$ cat src/rtl/flash_arb_pkg.sv
// Shared constants for the flash pin arbiter: FSM state codes, owner encoding, idle pin levels.
// Latency: n/a (constants and a pure function only).
// Backpressure: n/a.
package flash_arb_pkg;

  // FSM state codes, kept as plain vectors so legacy tools can consume them
  typedef logic [2:0] state_t;
  localparam state_t ST_IDLE     = 3'd0;
  localparam state_t ST_GNT_SPI  = 3'd1;
  localparam state_t ST_GNT_QSPI = 3'd2;
  localparam state_t ST_DRAIN    = 3'd3;
  localparam state_t ST_TURN     = 3'd4;

  // Owner encoding, also driven out on oOWNER
  typedef logic [1:0] owner_t;
  localparam owner_t OWN_NONE = 2'b00;
  localparam owner_t OWN_SPI  = 2'b01;
  localparam owner_t OWN_QSPI = 2'b10;

  // Parked pins: HOLD/WP driven high, DQ1/DQ0 released
  localparam logic [3:0] IDLE_DQ_OUT = 4'b1100;
  localparam logic [3:0] IDLE_DQ_OE  = 4'b1100;

  // Legacy SPI drives HOLD, WP and MOSI; DQ1 is MISO so it stays an input
  localparam logic [3:0] SPI_DQ_OE = 4'b1101;

  // Legacy SPI output word: HOLD=1, WP=1, DQ1 parked low, MOSI on DQ0
  function automatic logic [3:0] spi_dq_out(input logic mosi);
    return {3'b110, mosi};
  endfunction

endpackage

$ cat src/rtl/flash_pin_arbiter_if.sv
// Bundle of request/grant, master-side pins, flash-side pins and status for the arbiter.
// Latency: n/a (wires only).
// Backpressure: n/a; ownership is negotiated by the REQ/GNT pairs carried here.
interface flash_pin_arbiter_if;

  // legacy SPI master (owner 0)
  logic       iSPI_REQ;
  logic       oSPI_GNT;
  logic       iSPI_CSn;
  logic       iSPI_SCK;
  logic       iSPI_MOSI;
  logic       oSPI_MISO;

  // QSPI controller (owner 1)
  logic       iQSPI_REQ;
  logic       oQSPI_GNT;
  logic       iQSPI_NCS;
  logic       iQSPI_DCLK;
  logic [3:0] iQSPI_DATAOUT;
  logic [3:0] iQSPI_DATAOE;
  logic [3:0] oQSPI_DATAIN;

  // shared flash pins (tristate buffers sit outside the arbiter)
  logic       oFLASH_CS;
  logic       oFLASH_SCK;
  logic [3:0] oFLASH_DQ_OUT;
  logic [3:0] oFLASH_DQ_OE;
  logic [3:0] iFLASH_DQ_IN;

  // status
  logic [1:0] oOWNER;
  logic       oBUSY;
  logic       oERR;
  logic       iERR_CLR;

  // arbiter side
  modport slave (
    input  iSPI_REQ, iSPI_CSn, iSPI_SCK, iSPI_MOSI,
    input  iQSPI_REQ, iQSPI_NCS, iQSPI_DCLK, iQSPI_DATAOUT, iQSPI_DATAOE,
    input  iFLASH_DQ_IN, iERR_CLR,
    output oSPI_GNT, oSPI_MISO, oQSPI_GNT, oQSPI_DATAIN,
    output oFLASH_CS, oFLASH_SCK, oFLASH_DQ_OUT, oFLASH_DQ_OE,
    output oOWNER, oBUSY, oERR
  );

  // requester / board side
  modport master (
    output iSPI_REQ, iSPI_CSn, iSPI_SCK, iSPI_MOSI,
    output iQSPI_REQ, iQSPI_NCS, iQSPI_DCLK, iQSPI_DATAOUT, iQSPI_DATAOE,
    output iFLASH_DQ_IN, iERR_CLR,
    input  oSPI_GNT, oSPI_MISO, oQSPI_GNT, oQSPI_DATAIN,
    input  oFLASH_CS, oFLASH_SCK, oFLASH_DQ_OUT, oFLASH_DQ_OE,
    input  oOWNER, oBUSY, oERR
  );

endinterface

$ cat src/rtl/flash_arb_pinmux.sv
// Steers the selected owner's pins onto the flash; parks the pins when nobody owns them.
// Latency: purely combinational from the registered owner select.
// Backpressure: none; the non-selected master's pins are simply not observed.
module flash_arb_pinmux
  import flash_arb_pkg::*;
(
  input  owner_t     i_owner,
  input  logic       i_spi_csn,
  input  logic       i_spi_sck,
  input  logic       i_spi_mosi,
  input  logic       i_qspi_ncs,
  input  logic       i_qspi_dclk,
  input  logic [3:0] i_qspi_dataout,
  input  logic [3:0] i_qspi_dataoe,
  input  logic [3:0] i_flash_dq_in,
  output logic       o_flash_cs,
  output logic       o_flash_sck,
  output logic [3:0] o_flash_dq_out,
  output logic [3:0] o_flash_dq_oe,
  output logic       o_spi_miso,
  output logic [3:0] o_qspi_datain
);

  // Read data fans out to both masters unconditionally; only the owner acts on it
  assign o_spi_miso    = i_flash_dq_in[1];
  assign o_qspi_datain = i_flash_dq_in;

  // Output mux: owner's pins when selected, otherwise the parked pattern
  always_comb begin
    o_flash_cs     = 1'b1;
    o_flash_sck    = 1'b0;
    o_flash_dq_out = IDLE_DQ_OUT;
    o_flash_dq_oe  = IDLE_DQ_OE;
    case (i_owner)
      OWN_SPI: begin
        o_flash_cs     = i_spi_csn;
        o_flash_sck    = i_spi_sck;
        o_flash_dq_out = spi_dq_out(i_spi_mosi);
        o_flash_dq_oe  = SPI_DQ_OE;
      end
      OWN_QSPI: begin
        o_flash_cs     = i_qspi_ncs;
        o_flash_sck    = i_qspi_dclk;
        o_flash_dq_out = i_qspi_dataout;
        o_flash_dq_oe  = i_qspi_dataoe;
      end
      default: begin
        o_flash_cs     = 1'b1;
        o_flash_sck    = 1'b0;
        o_flash_dq_out = IDLE_DQ_OUT;
        o_flash_dq_oe  = IDLE_DQ_OE;
      end
    endcase
  end

endmodule

$ cat src/rtl/flash_pin_arbiter.sv
// Round-robin arbiter sharing one SPI flash between a legacy SPI master and a QSPI controller.
// Latency: grant 1 cycle after REQ is sampled in IDLE; pins follow the owner combinationally.
// Backpressure: a requester waits with REQ high until GNT; release drains CS then idles pTURN cycles.
module flash_pin_arbiter
  import flash_arb_pkg::*;
#(
  parameter int pTURN    = 2,
  parameter int pTIMEOUT = 1024
) (
  input  logic                 iCLK,
  input  logic                 iRESET,
  flash_pin_arbiter_if.slave   bus
);

  localparam int                LP_CW         = $clog2(pTIMEOUT);
  localparam logic [LP_CW-1:0]  LP_DRAIN_LAST = LP_CW'(pTIMEOUT - 1);
  localparam logic [3:0]        LP_TURN_LAST  = 4'(pTURN - 1);

  state_t           r_state;
  owner_t           r_owner;
  logic             r_last_qspi;   // 1: QSPI was granted most recently
  logic [LP_CW-1:0] r_drain_cnt;
  logic [3:0]       r_turn_cnt;
  logic             r_err;

  state_t           w_state_nxt;
  owner_t           w_owner_nxt;
  logic             w_last_nxt;
  logic [LP_CW-1:0] w_drain_nxt;
  logic [3:0]       w_turn_nxt;
  logic             w_err_set;
  logic             w_owner_req;
  logic             w_owner_csn;

  // REQ and CS of whoever currently holds the pins
  assign w_owner_req = (r_owner == OWN_SPI) ? bus.iSPI_REQ : bus.iQSPI_REQ;
  assign w_owner_csn = (r_owner == OWN_SPI) ? bus.iSPI_CSn : bus.iQSPI_NCS;

  // Next-state: arbitration in IDLE, release detection, CS drain with timeout, turnaround
  always_comb begin
    w_state_nxt = r_state;
    w_owner_nxt = r_owner;
    w_last_nxt  = r_last_qspi;
    w_drain_nxt = r_drain_cnt;
    w_turn_nxt  = r_turn_cnt;
    w_err_set   = 1'b0;
    case (r_state)
      ST_IDLE: begin
        // On contention the side not granted last wins
        if (bus.iQSPI_REQ && (!bus.iSPI_REQ || !r_last_qspi)) begin
          w_state_nxt = ST_GNT_QSPI;
          w_owner_nxt = OWN_QSPI;
          w_last_nxt  = 1'b1;
        end else if (bus.iSPI_REQ) begin
          w_state_nxt = ST_GNT_SPI;
          w_owner_nxt = OWN_SPI;
          w_last_nxt  = 1'b0;
        end
      end
      ST_GNT_SPI, ST_GNT_QSPI: begin
        if (!w_owner_req) begin
          if (w_owner_csn) begin
            w_state_nxt = ST_TURN;
            w_owner_nxt = OWN_NONE;
            w_turn_nxt  = '0;
          end else begin
            // Owner let go mid-transaction: keep its pins until CS rises
            w_state_nxt = ST_DRAIN;
            w_drain_nxt = '0;
          end
        end
      end
      ST_DRAIN: begin
        if (w_owner_csn) begin
          w_state_nxt = ST_TURN;
          w_owner_nxt = OWN_NONE;
          w_turn_nxt  = '0;
        end else if (r_drain_cnt == LP_DRAIN_LAST) begin
          w_state_nxt = ST_TURN;
          w_owner_nxt = OWN_NONE;
          w_turn_nxt  = '0;
          w_err_set   = 1'b1;
        end else begin
          w_drain_nxt = r_drain_cnt + 1'b1;
        end
      end
      ST_TURN: begin
        if (r_turn_cnt == LP_TURN_LAST) begin
          w_state_nxt = ST_IDLE;
        end else begin
          w_turn_nxt = r_turn_cnt + 1'b1;
        end
      end
      default: begin
        w_state_nxt = ST_IDLE;
        w_owner_nxt = OWN_NONE;
      end
    endcase
  end

  // State registers; reset aborts any grant/drain straight to IDLE with no turnaround
  always_ff @(posedge iCLK) begin
    if (iRESET) begin
      r_state     <= ST_IDLE;
      r_owner     <= OWN_NONE;
      r_last_qspi <= 1'b0;
      r_drain_cnt <= '0;
      r_turn_cnt  <= '0;
      r_err       <= 1'b0;
    end else begin
      r_state     <= w_state_nxt;
      r_owner     <= w_owner_nxt;
      r_last_qspi <= w_last_nxt;
      r_drain_cnt <= w_drain_nxt;
      r_turn_cnt  <= w_turn_nxt;
      // A new forced release wins over a simultaneous clear
      r_err       <= w_err_set | (r_err & ~bus.iERR_CLR);
    end
  end

  assign bus.oSPI_GNT  = (r_state == ST_GNT_SPI);
  assign bus.oQSPI_GNT = (r_state == ST_GNT_QSPI);
  assign bus.oOWNER    = r_owner;
  assign bus.oBUSY     = (r_state != ST_IDLE);
  assign bus.oERR      = r_err;

  flash_arb_pinmux u_pinmux (
    .i_owner        (r_owner),
    .i_spi_csn      (bus.iSPI_CSn),
    .i_spi_sck      (bus.iSPI_SCK),
    .i_spi_mosi     (bus.iSPI_MOSI),
    .i_qspi_ncs     (bus.iQSPI_NCS),
    .i_qspi_dclk    (bus.iQSPI_DCLK),
    .i_qspi_dataout (bus.iQSPI_DATAOUT),
    .i_qspi_dataoe  (bus.iQSPI_DATAOE),
    .i_flash_dq_in  (bus.iFLASH_DQ_IN),
    .o_flash_cs     (bus.oFLASH_CS),
    .o_flash_sck    (bus.oFLASH_SCK),
    .o_flash_dq_out (bus.oFLASH_DQ_OUT),
    .o_flash_dq_oe  (bus.oFLASH_DQ_OE),
    .o_spi_miso     (bus.oSPI_MISO),
    .o_qspi_datain  (bus.oQSPI_DATAIN)
  );

endmodule

$ cat src/flat_wrapper.sv
// flat-port wrapper written by rule: the top's interface ports become plain ports
module flash_pin_arbiter_flat import flash_arb_pkg::*;
#(
  parameter int pTURN    = 2,
  parameter int pTIMEOUT = 1024
)
  (iCLK, iRESET, bus_iSPI_REQ, bus_iSPI_CSn, bus_iSPI_SCK, bus_iSPI_MOSI, bus_iQSPI_REQ, bus_iQSPI_NCS, bus_iQSPI_DCLK, bus_iQSPI_DATAOUT, bus_iQSPI_DATAOE, bus_iFLASH_DQ_IN, bus_iERR_CLR, bus_oSPI_GNT, bus_oSPI_MISO, bus_oQSPI_GNT, bus_oQSPI_DATAIN, bus_oFLASH_CS, bus_oFLASH_SCK, bus_oFLASH_DQ_OUT, bus_oFLASH_DQ_OE, bus_oOWNER, bus_oBUSY, bus_oERR);
  flash_pin_arbiter_if bus_i ();
  input  logic iCLK;
  input  logic iRESET;
  input wire logic [$bits(bus_i.iSPI_REQ)-1:0] bus_iSPI_REQ;
  input wire logic [$bits(bus_i.iSPI_CSn)-1:0] bus_iSPI_CSn;
  input wire logic [$bits(bus_i.iSPI_SCK)-1:0] bus_iSPI_SCK;
  input wire logic [$bits(bus_i.iSPI_MOSI)-1:0] bus_iSPI_MOSI;
  input wire logic [$bits(bus_i.iQSPI_REQ)-1:0] bus_iQSPI_REQ;
  input wire logic [$bits(bus_i.iQSPI_NCS)-1:0] bus_iQSPI_NCS;
  input wire logic [$bits(bus_i.iQSPI_DCLK)-1:0] bus_iQSPI_DCLK;
  input wire logic [$bits(bus_i.iQSPI_DATAOUT)-1:0] bus_iQSPI_DATAOUT;
  input wire logic [$bits(bus_i.iQSPI_DATAOE)-1:0] bus_iQSPI_DATAOE;
  input wire logic [$bits(bus_i.iFLASH_DQ_IN)-1:0] bus_iFLASH_DQ_IN;
  input wire logic [$bits(bus_i.iERR_CLR)-1:0] bus_iERR_CLR;
  output wire logic [$bits(bus_i.oSPI_GNT)-1:0] bus_oSPI_GNT;
  output wire logic [$bits(bus_i.oSPI_MISO)-1:0] bus_oSPI_MISO;
  output wire logic [$bits(bus_i.oQSPI_GNT)-1:0] bus_oQSPI_GNT;
  output wire logic [$bits(bus_i.oQSPI_DATAIN)-1:0] bus_oQSPI_DATAIN;
  output wire logic [$bits(bus_i.oFLASH_CS)-1:0] bus_oFLASH_CS;
  output wire logic [$bits(bus_i.oFLASH_SCK)-1:0] bus_oFLASH_SCK;
  output wire logic [$bits(bus_i.oFLASH_DQ_OUT)-1:0] bus_oFLASH_DQ_OUT;
  output wire logic [$bits(bus_i.oFLASH_DQ_OE)-1:0] bus_oFLASH_DQ_OE;
  output wire logic [$bits(bus_i.oOWNER)-1:0] bus_oOWNER;
  output wire logic [$bits(bus_i.oBUSY)-1:0] bus_oBUSY;
  output wire logic [$bits(bus_i.oERR)-1:0] bus_oERR;
  assign bus_i.iSPI_REQ = bus_iSPI_REQ;
  assign bus_i.iSPI_CSn = bus_iSPI_CSn;
  assign bus_i.iSPI_SCK = bus_iSPI_SCK;
  assign bus_i.iSPI_MOSI = bus_iSPI_MOSI;
  assign bus_i.iQSPI_REQ = bus_iQSPI_REQ;
  assign bus_i.iQSPI_NCS = bus_iQSPI_NCS;
  assign bus_i.iQSPI_DCLK = bus_iQSPI_DCLK;
  assign bus_i.iQSPI_DATAOUT = bus_iQSPI_DATAOUT;
  assign bus_i.iQSPI_DATAOE = bus_iQSPI_DATAOE;
  assign bus_i.iFLASH_DQ_IN = bus_iFLASH_DQ_IN;
  assign bus_i.iERR_CLR = bus_iERR_CLR;
  assign bus_oSPI_GNT = bus_i.oSPI_GNT;
  assign bus_oSPI_MISO = bus_i.oSPI_MISO;
  assign bus_oQSPI_GNT = bus_i.oQSPI_GNT;
  assign bus_oQSPI_DATAIN = bus_i.oQSPI_DATAIN;
  assign bus_oFLASH_CS = bus_i.oFLASH_CS;
  assign bus_oFLASH_SCK = bus_i.oFLASH_SCK;
  assign bus_oFLASH_DQ_OUT = bus_i.oFLASH_DQ_OUT;
  assign bus_oFLASH_DQ_OE = bus_i.oFLASH_DQ_OE;
  assign bus_oOWNER = bus_i.oOWNER;
  assign bus_oBUSY = bus_i.oBUSY;
  assign bus_oERR = bus_i.oERR;
  flash_pin_arbiter #(.pTURN(pTURN), .pTIMEOUT(pTIMEOUT)) u_core (.iCLK(iCLK), .iRESET(iRESET), .bus(bus_i));
endmodule
$ cat config.mk
export PLATFORM = sky130hd
export DESIGN_NAME = flash_pin_arbiter_flat
export DESIGN_NICKNAME = d
export VERILOG_FILES = /design/src/rtl/flash_arb_pkg.sv /design/src/rtl/flash_pin_arbiter_if.sv /design/src/rtl/flash_arb_pinmux.sv /design/src/rtl/flash_pin_arbiter.sv /design/src/flat_wrapper.sv
export SDC_FILE = /design/constraint.sdc
export NUM_CORES = 1
export LEC_CHECK = 0
export BUFFER_PORTS_ARGS = -buffer_cell sky130_fd_sc_hd__clkbuf_2
export CORE_MARGIN = 2
export CORE_UTILIZATION = 40
export CTS_CLUSTER_DIAMETER = 80
export DETAILED_ROUTE_END_ITERATION = 8
export PLACE_DENSITY_LB_ADDON = 0.1
export SLEW_MARGIN = 10
export SYNTH_ARGS = -nofsm -noshare
export SYNTH_HDL_FRONTEND = slang
export SYNTH_SLANG_ARGS = --single-unit
$ cat constraint.sdc
create_clock -name iCLK -period 2.1 [get_ports iCLK]
set_input_delay 0.105 -clock iCLK [delete_from_list [all_inputs] [get_ports iCLK]]
set_output_delay 0.105 -clock iCLK [all_outputs]
set_load 0.005 [all_outputs]
==> metrics.yaml <==
sta:
  fin_crit_sh: 0.985
  holdWs_ns: 0.0803
  period_needed_ns: 2.07
  finalHoldViolCount: 0
  max-slew-margin-rel: 0.647
  setup_viol: 0
  rsz0062_at_grt: "yes"
  finalClockSkew_ns: 0.00845
  timing.fmax_ghz: 0.483
  tightest_slew_ns: 0.528
  maxSlewViolCount: 0
critical_path:
  cp_cell_sequence: "inv_2, ha_4, mux2i_4, o211ai_4, or3_4, or4_1, a21oi_1"
  critPathMaxFanout: 5
  reg2reg_to: "u_core.r_drain_cnt[7]$_SDFFE_PP0P_"
  cp.arrival_ns: 2.32
  crit_family: "simple AND/OR/NAND/NOR gates"
  critPathBufInv: 1
  r2r-start: "u_core.bus.oOWNER[1]$_SDFFE_PP0P_"
  worst_setup_path_start_kind: "register"
  max_stage_delay_ns: 0.47
  required_ns: 2.35
  rrSetupSlack_ns: 0.03
  critPathKind: "register to register"
  end_kind: "register"
  worstRegToRegCells: 7
  crit_path_top_delay_cell: "or4_1"
logic_synthesis:
  postSynthCellCount: 176
  dominantRegCellSynth: "dfxtp_1"
  ys_warn_count: 0
  ys_ff_latch: 21
  syn_avg_cell_area_um2: 8.01
  synth_cell_types: 44
  synth.net_count: 203
  syn_area_um2: 1410
  synth_edf_count: 0
  synth_seq_area_share: 0.298
  synthArstFlopShare: 0
die:
  die-area_um2: 4020
  coreArea_um2: 3360
  die_h_um: 63.4
  start_util: 0.419
  ios: 43
  die_x_um: 63.4
  num_rows: 21
drt:
  drt.antenna.violating_nets: 0
  drc_errors: 0
  via_per_inst: 5.22
  vias: 1404
  drtPass1Iterations: 4
  wire_per_inst_um: 12.0
  dr.first_iter.drc_count: 36
  wirelength_mm: 3.22
power_and_ir_drop:
  clkPwrFrac: 0.108
  irDropWorstVdd_uv: 420
  intPower_mw: 1.09
  seq_power_share: 0.284
  p_leak_nw: 0.704
  pwr-share-comb: 0.609
  p_sw_frac: 0.417
  power_per_cell_area_nw_per_um2: 1030
  p_switching_mw: 0.783
finish:
  fillCellCount: 365
  area_growth_pct: 29.3
  antenna_cells: 0
  fin_util: 0.542
  drive_gt1_frac: 0.350
  layout.nets: 251
run_status:
  status: "finished clean"
clocking:
  root_buffer: "clkbuf_4"
  clock_path_buffers: 2
  worst_setup_hold_path_clk_slew_ns: 0.13
  htree_num_levels: 1
  numCtsBuffers: 3
  clk_latency_ns: 0.31
  hold_buffers: 0
  cts_tree: "yes"
  cts.sinks: 21
global_route:
  grt_pass1_vias: 1311
  gr-usage-all-layers: 0.171
  antenna_found_initial: 0
  grt_pass1_wl_mm: 5.70
  grt_max_degree: 14
  grt.overflow.total: 0
hold_path:
  hold_depth: 2
  hold_end: "u_core.r_last_qspi$_SDFFE_PP0P_"
  hp-class: "primary input to register"
  min-delay-start: "bus_iSPI_REQ"
job:
  maxCapViolations: 0
placed_design:
  io_buffers: 33
  dp_hpwl_mm: 2.49
  place_congestion: 0.759
-- worst reg2reg max path, cell delays in order, from the launching register on --
cell and delay (ns):
dfxtp_2 0.35, inv_2 0.06, ha_4 0.19, mux2i_4 0.32
o211ai_4 0.10, or3_4 0.41, or4_1 0.47, a21oi_1 0.12
-- cell type report --
cell class | instances | area [um^2] | share of cell area
timing repair buffer | 55 | 334 | 0.183
sequential | 21 | 423 | 0.232
clock buffer | 3 | 22.5 | 0.0124
multi-input combinational | 136 | 955 | 0.524
inverter | 7 | 26.3 | 0.0144
clock inverter | 1 | 5.00 | 0.00275
tap | 46 | 57.6 | 0.0316
-- power by group through the flow --
stage                     Clock [mW]  Sequential [mW]  Combinational, mW
after floorplan                    0            0.499              0.689
after global placement             0            0.528               1.04
after detailed placement           0            0.531               1.06
after CTS                      0.211            0.527               1.09
after global routing           0.228            0.544               1.28
final                          0.202            0.532               1.14
-- how the worst max path moves through the flow --
stage | from | endpoint | depth (start not counted)
finish | u_core.bus.oOWNER[1]$_SDFFE_PP0P_ | u_core.r_drain_cnt[7]$_SDFFE_PP0P_ | 7
global route | u_core.bus.oOWNER[1]$_SDFFE_PP0P_ | u_core.r_drain_cnt[7]$_SDFFE_PP0P_ | 7
CTS | u_core.bus.oOWNER[1]$_SDFFE_PP0P_ | u_core.r_drain_cnt[7]$_SDFFE_PP0P_ | 7
detailed placement | u_core.bus.oOWNER[1]$_SDFFE_PP0P_ | u_core.r_drain_cnt[7]$_SDFFE_PP0P_ | 7
global placement | u_core.bus.oOWNER[1]$_SDFFE_PP0P_ | u_core.r_drain_cnt[7]$_SDFFE_PP0P_ | 7
floorplan | u_core.bus.oOWNER[1]$_SDFFE_PP0P_ | u_core.r_drain_cnt[7]$_SDFFE_PP0P_ | 8
-- logic make-up after synthesis --
family / Yosys count / share of synthesized area
AOI/OAI and AO/OA: 39 / 0.188
xor gates and xnor gates: 4 / 0.0248
adders and majority gates: 6 / 0.0515
buffers and inverters: 19 / 0.0719
DFF: 21 / 0.298
muxes: 7 / 0.0701
and+or+nand+nor: 80 / 0.295
-- sequential cells by signal, summed over array words and instances (netlist names) --
register,count
u_core.bus.oERR,1
u_core.bus.oOWNER,2
u_core.r_state,3
u_core.r_turn_cnt,4
u_core.r_drain_cnt,10
u_core.r_last_qspi,1
-- cell usage in the layout, fill, tap and decap left out, drive strengths merged, types with 3 or more instances in the layout --
cell | synthesis | layout
clkbuf | 3 | 36
buf | 9 | 22
nand2 | 21 | 21
dfxtp | 21 | 21
nor2 | 15 | 15
a21oi | 15 | 15
inv | 7 | 7
o21ai | 7 | 7
nand2b | 6 | 6
nor3 | 5 | 5
nand4 | 5 | 5
ha | 5 | 5
or3 | 5 | 5
nand3b | 4 | 4
nor4 | 4 | 4
mux2i | 4 | 4
and2 | 3 | 3
mux2 | 3 | 3
nand3 | 3 | 3
xnor2 | 3 | 3
o31ai | 3 | 3
-- timing repair --
action / 4_1_cts / 5_1_grt
pin swaps: 0 / 7
gates resized for setup: 2 / 14
endpoints found under the setup margin: 12 / 10
hold endpoints to repair: 0 / 0
buffers inserted: 1 / 0
-- routing by layer --
layer,GRT usage,vias up,part of all wire
met5,0,-,0
met4,0.0435,0,0.012
met3,0.0304,6,0.056
met2,0.304,38,0.47
met1,0.211,632,0.46
li1,-,728,-
-- synth_stat cells (all sizes together), types with 2 or more instances --
cell type  instances  area, um^2
dfxtp             21         420
nand2             21        78.8
a21oi             15        75.1
nor2              15        56.3
buf                9        63.8
inv                7        26.3
o21ai              7        35.0
nand2b             6        37.5
ha                 5        62.6
nand4              5        31.3
nor3               5        25.0
or3                5        31.3
mux2i              4        65.1
nand3b             4        30.0
nor4               4        25.0
and2               3        18.8
clkbuf             3        11.3
mux2               3        33.8
nand3              3        15.0
o31ai              3        22.5
xnor2              3        26.3
a22oi              2        15.0
nor3b              2        15.0
nor4b              2        17.5
o211ai             2        28.8
o22ai              2        12.5
or4                2        15.0
-- per-stage QoR --
stage	std cells	instance area, um^2	setup WS (ns)	power (mW)	setup TNS [ns]
after global routing	269	1820	-0.0592	2.05	-0.182
final	269	1820	0.0305	1.88	0
after global placement	264	1720	-0.124	1.57	-0.511
after floorplan	176	1410	0.00849	1.19	0
after detailed placement	264	1720	-0.169	1.59	-0.963
after CTS	269	1760	0.00365	1.83	0
Note: power is estimated with default switching activity, not from simulation.
